==> config.mk <==
export PLATFORM = sky130hd
export DESIGN_NAME = end_frame_ctrl
export DESIGN_NICKNAME = d
export VERILOG_FILES = /design/src/rtl/end_frame_ctrl.sv
export SDC_FILE = /design/constraint.sdc
export NUM_CORES = 1
export LEC_CHECK = 0
export ABC_AREA = 1
export BUFFER_PORTS_ARGS = -buffer_cell sky130_fd_sc_hd__buf_4
export CAP_MARGIN = 5
export CORE_UTILIZATION = 25
export DETAILED_ROUTE_END_ITERATION = 10
export PLACE_DENSITY = 0.47
export SLEW_MARGIN = 10
export SYNTH_ARGS = -nofsm -noshare
export SYNTH_HDL_FRONTEND = slang
export SYNTH_SLANG_ARGS = --single-unit
==> constraint.sdc <==
create_clock -name i_clk -period 2 [get_ports i_clk]
set_input_delay 0.4 -clock i_clk [delete_from_list [all_inputs] [get_ports i_clk]]
set_output_delay 0.4 -clock i_clk [all_outputs]
set_load 0.02 [all_outputs]
==> src/rtl/end_frame_ctrl.sv <==
// End-of-round sequencer: freeze, fade out, show end screen, wait for a key, request restart.
// Optional feature: define ENDFRAME_AUTO_RESTART_EN to also leave WAIT_KEY after AUTO_RESTART_FRAMES ticks.
module end_frame_ctrl #(
    parameter int FREEZE_FRAMES       = 30,
    parameter int FADE_STEP_FRAMES    = 4,
    parameter int KEY_LOCKOUT_FRAMES  = 60,
    parameter int AUTO_RESTART_FRAMES = 600
) (
    input  logic       i_clk,
    input  logic       i_rst_n,
    input  logic       i_frame_start,
    input  logic       i_game_over,
    input  logic       i_p1_win,
    input  logic       i_key_any,
    output logic       o_frame_sel,
    output logic       o_is_p1_win,
    output logic [3:0] o_fade_level,
    output logic       o_restart,
    output logic       o_busy
);

    typedef enum logic [2:0] {
        IDLE     = 3'd0,
        FREEZE   = 3'd1,
        FADE     = 3'd2,
        SHOW     = 3'd3,
        WAIT_KEY = 3'd4
    } state_e;

    // The tick counter is 10 bits, so every frame count must fit in it.
    if (FREEZE_FRAMES > 1023 || FADE_STEP_FRAMES > 1023 ||
        KEY_LOCKOUT_FRAMES > 1023 || AUTO_RESTART_FRAMES > 1023) begin : g_param_check
        $error("end_frame_ctrl: frame-count parameters must be at most 1023");
    end

    localparam logic [9:0] FREEZE_N = FREEZE_FRAMES[9:0];
    localparam logic [9:0] STEP_N   = FADE_STEP_FRAMES[9:0];
    localparam logic [9:0] LOCK_N   = KEY_LOCKOUT_FRAMES[9:0];

    state_e     state_q, state_d;
    logic [9:0] cnt_q, cnt_d;
    logic       key_q;
    logic       sel_q, sel_d;
    logic       win_q, win_d;
    logic [3:0] fade_q, fade_d;
    logic       restart_q, restart_d;
    logic       busy_q, busy_d;

    logic       key_rise;
    logic [9:0] cnt_inc;
    logic       step_hit;
    logic       auto_hit;

    assign key_rise = i_key_any & ~key_q;
    assign cnt_inc  = cnt_q + 10'd1;
    assign step_hit = (state_q == FADE) && i_frame_start && (cnt_inc == STEP_N);

`ifdef ENDFRAME_AUTO_RESTART_EN
    assign auto_hit = i_frame_start && (cnt_inc == AUTO_RESTART_FRAMES[9:0]);
`else
    assign auto_hit = 1'b0;
`endif

    always_ff @(posedge i_clk or negedge i_rst_n) begin
        if (!i_rst_n) begin
            state_q   <= IDLE;
            cnt_q     <= '0;
            key_q     <= 1'b0;
            sel_q     <= 1'b0;
            win_q     <= 1'b0;
            fade_q    <= '0;
            restart_q <= 1'b0;
            busy_q    <= 1'b0;
        end else begin
            state_q   <= state_d;
            cnt_q     <= cnt_d;
            key_q     <= i_key_any;
            sel_q     <= sel_d;
            win_q     <= win_d;
            fade_q    <= fade_d;
            restart_q <= restart_d;
            busy_q    <= busy_d;
        end
    end

    always_comb begin
        state_d = state_q;
        cnt_d   = i_frame_start ? cnt_inc : cnt_q;
        case (state_q)
            IDLE: begin
                if (i_game_over) state_d = FREEZE;
            end
            FREEZE: begin
                if (i_frame_start && cnt_inc == FREEZE_N) state_d = FADE;
            end
            FADE: begin
                if (step_hit && fade_q == 4'hF) state_d = SHOW;
            end
            SHOW: begin
                if (i_frame_start && cnt_inc == LOCK_N) state_d = WAIT_KEY;
            end
            WAIT_KEY: begin
                // Key edge and timeout both lead to the same single exit.
                if (key_rise || auto_hit) state_d = IDLE;
            end
            default: state_d = IDLE;
        endcase
        // Each fade step restarts the count so steps are evenly spaced.
        if (state_d != state_q || step_hit) cnt_d = '0;
    end

    always_comb begin
        sel_d     = sel_q;
        win_d     = win_q;
        fade_d    = fade_q;
        restart_d = 1'b0;
        busy_d    = (state_d != IDLE);
        case (state_q)
            IDLE: begin
                sel_d  = 1'b0;
                fade_d = '0;
                if (i_game_over) win_d = i_p1_win;
            end
            FADE: begin
                if (step_hit) begin
                    if (fade_q == 4'hF) begin
                        sel_d  = 1'b1;
                        fade_d = '0;
                    end else begin
                        fade_d = fade_q + 4'd1;
                    end
                end
            end
            WAIT_KEY: begin
                if (state_d == IDLE) begin
                    restart_d = 1'b1;
                    sel_d     = 1'b0;
                end
            end
            default: ;
        endcase
    end

    assign o_frame_sel  = sel_q;
    assign o_is_p1_win  = win_q;
    assign o_fade_level = fade_q;
    assign o_restart    = restart_q;
    assign o_busy       = busy_q;

endmodule

# == After elaboration in Yosys (flattened, before gate mapping) ==
# Index checks and enable logic that the tools add are counted.
# classes
n_addsub,2
n_eq_ne,12
bitwise,2
mux,17
n_reduce_logical,15
# ops
cell,n
10-bit two-way mux,2
3-bit two-way mux,5
3-bit case mux with 5 select lines,1
10-bit by 1-bit adder with 10-bit output (second input constant),1
10-bit by 3-bit == test with 1-bit output (second input constant),1
10-bit by 5-bit == test with 1-bit output (second input constant),1
10-bit by 6-bit == test with 1-bit output (second input constant),1
4-bit two-way mux,2
4-bit case mux with 2 select lines,1
3-bit by 2-bit == test with 1-bit output (second input constant),2
3-bit zero test,2
3-bit nonzero test,2
1-bit logical AND,5
1-bit two-way mux,5
4-bit by 1-bit adder with 4-bit output (second input constant),1
4-bit == test (second input constant),1
2-bit != test (second input constant),2
2-bit AND reduction,2
4-bit AND reduction,1
2-bit nonzero test,2
3-bit by 1-bit == test with 1-bit output (second input constant),1
3-bit == test (second input constant),1
3-bit != test,1
1-bit case mux with 3 select lines,1
other kinds (4),4
# word_totals
input_bits,6
regBits,22
output_inout_bits,8
elab_cells,56

# == Depth between registers and ports, before layout ==
# depth
word_depth,9
depth_mapped,14
ltp_nobuf,14

# == Worst setup path after synthesis ==
# Ideal clock, no wire load.
# synth_timing
path_type,reg-to-reg
start,reg cnt_q[0]
end,reg cnt_q[1]
required_time_ns,1.878
stages_incl_launch_ff,15
t_arrival_ns,1.650
n_path_buf,0
setup_time_ns,0.122
period_less_slack_ns,1.773
slack_ns,0.227
cell_sequence,dfrtp_1 -> ha_1 -> nand2_1 -> inv_1 -> nand3_1 -> nand2_1 -> nand2_1 -> nor2_4 -> nand3_1 -> nand2_2 -> nand2_2 -> inv_2 -> o21ai_2 -> nand2_4 -> nor2_2
# synth_between
elab_chain_len,9
word_cells_on_any_way,17
cone_classes,add/sub: 1; eq/ne: 4; mux: 6; reduce/logical: 6
# synth_lines
item,line,source
start: declaration,41,"logic [9:0] cnt_q, cnt_d;"
start signal: assignment,76,cnt_q <= cnt_d;
10-bit by 1-bit adder with 10-bit output *,55,assign cnt_inc = cnt_q + 10'd1;
10-bit by 3-bit == test with 1-bit output,56,assign step_hit = (state_q == FADE) && i_frame_start && (cnt_inc == STEP_N);
1-bit logical AND,56,
1-bit logical AND,97,if (step_hit && fade_q == 4'hF) state_d = SHOW;
3-bit two-way mux,97,
3-bit case mux with 5 select lines,89,case (state_q)
3-bit != test,109,if (state_d != state_q || step_hit) cnt_d = '0;
1-bit logical OR,109,
10-bit two-way mux or 2-bit nonzero test (tied branches),--,
# Mark *: on every way between the ends. The rest lies on a longest branch, timed or not. The select of a mux whose other input is x is not followed.
# A chain may end at the register's enable or synchronous reset.

# == Worst setup path after layout ==
# layout_timing
start,reg cnt_q[1]
end,reg cnt_q[9]
# Same word-level chain as after synthesis.

==> impl_metrics.json <==
{
  "status": "finished, violations left",
  "violations": "negative hold slack",
  "synth_area_um2": 1460,
  "first_pass_iters": 4,
  "yosys_warnings": 0,
  "ant_nets": 0,
  "nets": 243,
  "dp_slack_ps": 60.3,
  "port_buffers": 13,
  "area_growth_pct": 27.6,
  "dp_cells": 297,
  "fin_worst_skew_ps": 6.86,
  "die_w_um": 78.5,
  "cts-buffers-inserted": 3,
  "yosysSeqAreaShare": 0.376,
  "setup_ws_ps": 72.9,
  "ir_drop_uv": 406,
  "syn_inst": 209,
  "ys_ff_latch": 22,
  "grt.total_usage": 0.119,
  "final.min_clock_period_ps": 1930,
  "rsz0062_at_grt": "true",
  "tightest_slew_ps": 377,
  "cts-root-buf": "clkbuf_8",
  "start_util": 0.262,
  "start_kind": "flip-flop",
  "clkSlewWorstSetupHoldPaths_ps": 90,
  "die_h_um": 78.5,
  "cellPowerDensity_nw_per_um2": 1090,
  "synthFlopType": "dfrtp_1",
  "cts_tree": "yes",
  "final.period_utilization": 0.964,
  "synthesis.nets": 219,
  "yosysTopAreaCell": "dfrtp_1",
  "fin_area_um2": 1870,
  "die_area_um2": 6160,
  "yosys.cell_types.count": 26,
  "first_iter_violations": 40,
  "drive_gt1_frac": 0.284,
  "finalSetupViolations": 0,
  "hp-class": "input port to async pin",
  "critPathKind": "flip-flop to flip-flop",
  "stdcell_count": 304,
  "wl_per_cell_um": 11.2,
  "place.gp.congestion": 0.827,
  "routed_wl_um": 3420,
  "p_total_mw": 2.04,
  "final_util": 0.335,
  "vias": 1331,
  "drc": 0,
  "via_per_inst": 4.38,
  "clock-sinks": 22,
  "yosys-top-cells-area": "dfrtp_1 38%, nand2_1 15%, inv_1 8.7%",
  "cts_max_path_buffers": 2,
  "crit_required_ps": 2170,
  "grt_max_degree": 23,
  "grt_overflow": 0,
  "holdWs_ps": -5.22,
  "path_max_fanout": 5,
  "diodes": 0,
  "max_freq_mhz": 519,
  "coreArea_um2": 5570,
  "yosys.area.top_type_share": 0.376,
  "first_global_vias": 1279,
  "drv_slew": 0,
  "clkLatencyLatePin_ps": 280,
  "synth_edf_count": 0,
  "dp_hpwl_um": 2500,
  "fill_cells": 594,
  "async_reset_ff_frac": 1.00,
  "row_count": 27,
  "drv_cap": 0,
  "hold_viol": 8,
  "placed_area_um2": 1680,
  "io_pins": 14,
  "slew_headroom": 0.746,
  "antenna_found_initial": 0,
  "static-leakage-power_nw": 0.901,
  "end_kind": "flip-flop",
  "ctsHoldBuffers": 0,
  "arrival_ps": 2090,
  "finalSetupTns_ps": 0,
  "yosysMostFrequentCell": "nand2_1",
  "yosys-top-cells-count": "57 x nand2_1, 34 x inv_1, 22 x dfrtp_1",
  "syn_avg_cell_area_um2": 7.00,
  "htree_num_levels": 1,
  "grt_pass1_wl_um": 5740
}
-- sequential cells by signal, indices dropped and copies added, names as in the netlist --
register,flops
o_busy,1
cnt_q,10
o_frame_sel,1
o_is_p1_win,1
o_restart,1
key_q,1
state_q,3
o_fade_level,4
-- logic make-up (layout without fill, tap and decap cells) --
| logic type | after synthesis | after routing | synth area share |
|---|---|---|---|
| muxes | 1 | 1 | 0.00770 |
| and+or+nand+nor | 123 | 124 | 0.399 |
| buffers and inverters | 37 | 59 | 0.0975 |
| xor gates and xnor gates | 1 | 1 | 0.00599 |
| adders and majority gates | 4 | 4 | 0.0342 |
| AOI/OAI and AO/OA | 21 | 21 | 0.0787 |
| DFF | 22 | 22 | 0.376 |
-- routing by layer --
metal	part of all wire	vias to the layer above	GRT usage	routed length (um)
met1	0.49	609	0.148	1680
met4	0.020	0	0.0556	70
met3	0.011	5	0.0140	39
met2	0.48	13	0.204	1630
li1	-	704	-	-
met5	0	-	0	0
-- critical path: stages, from the launching register on --
cell     delay, ps
dfrtp_1        420
buf_6          140
nand3_4         80
nor2_4         180
buf_6          130
nand2_2         40
nand2_1         50
nand3_1         90
nor2_2         190
nand3_2         90
nand2_2        120
o21ai_4         90
nand2_4        140
nor2_2          40
-- timing repair --
action | in CTS | in global routing
setup buffers | 0 | 2
hold endpoints to repair | 0 | 0
resized for setup | 0 | 25
setup endpoints to repair | 0 | 17
-- final timing paths --
path | from | end | slack [ps] | cells after the start
setup / recovery | cnt_q[1] | cnt_q[9] | 70 | 13
hold / removal | i_rst_n | cnt_q[3] | -5 | 1
setup reg to reg | cnt_q[1] | cnt_q[9] | 70 | 13
hold reg to reg | o_is_p1_win | o_is_p1_win | 510 | 1
max in group asynchronous | i_rst_n | cnt_q[2] | 1760 | 1
min in group i_clk | i_key_any | key_q | 230 | 1
-- cell usage in the layout, fill, tap and decap left out, types with 2 or more instances in the layout --
cell type  Yosys  layout
nor2_2        14      14
nor2_1        16      13
clkbuf_8       0       3
nand4_1        4       4
nor3_1         4       4
a21oi_1        5       5
dfrtp_1       22      21
nand2_2        4      10
nand2_1       57      51
inv_1         34      33
ha_1           4       3
inv_2          1       2
nor2_4         2       5
nand3_2        2       4
o21ai_0       12      12
nand2_4        1       2
buf_6          0       3
buf_4          1      17
nand3_1       17      14
-- cell type report --
cell class | count | area, um2 | area share
clock buffers | 3 | 41.3 | 0.0221
inverters | 35 | 131 | 0.0704
multi-input cells | 151 | 861 | 0.461
clock inverters | 1 | 30.0 | 0.0161
repair buffers | 20 | 161 | 0.0865
flip-flops and latches | 22 | 552 | 0.296
well taps | 72 | 90.1 | 0.0483
-- where the power goes --
part / switching [mW] / internal (mW)
logic: 0.551 / 0.359
clock network: 0.169 / 0.268
registers: 0.139 / 0.550
Power figures use the tool's default switching activity.
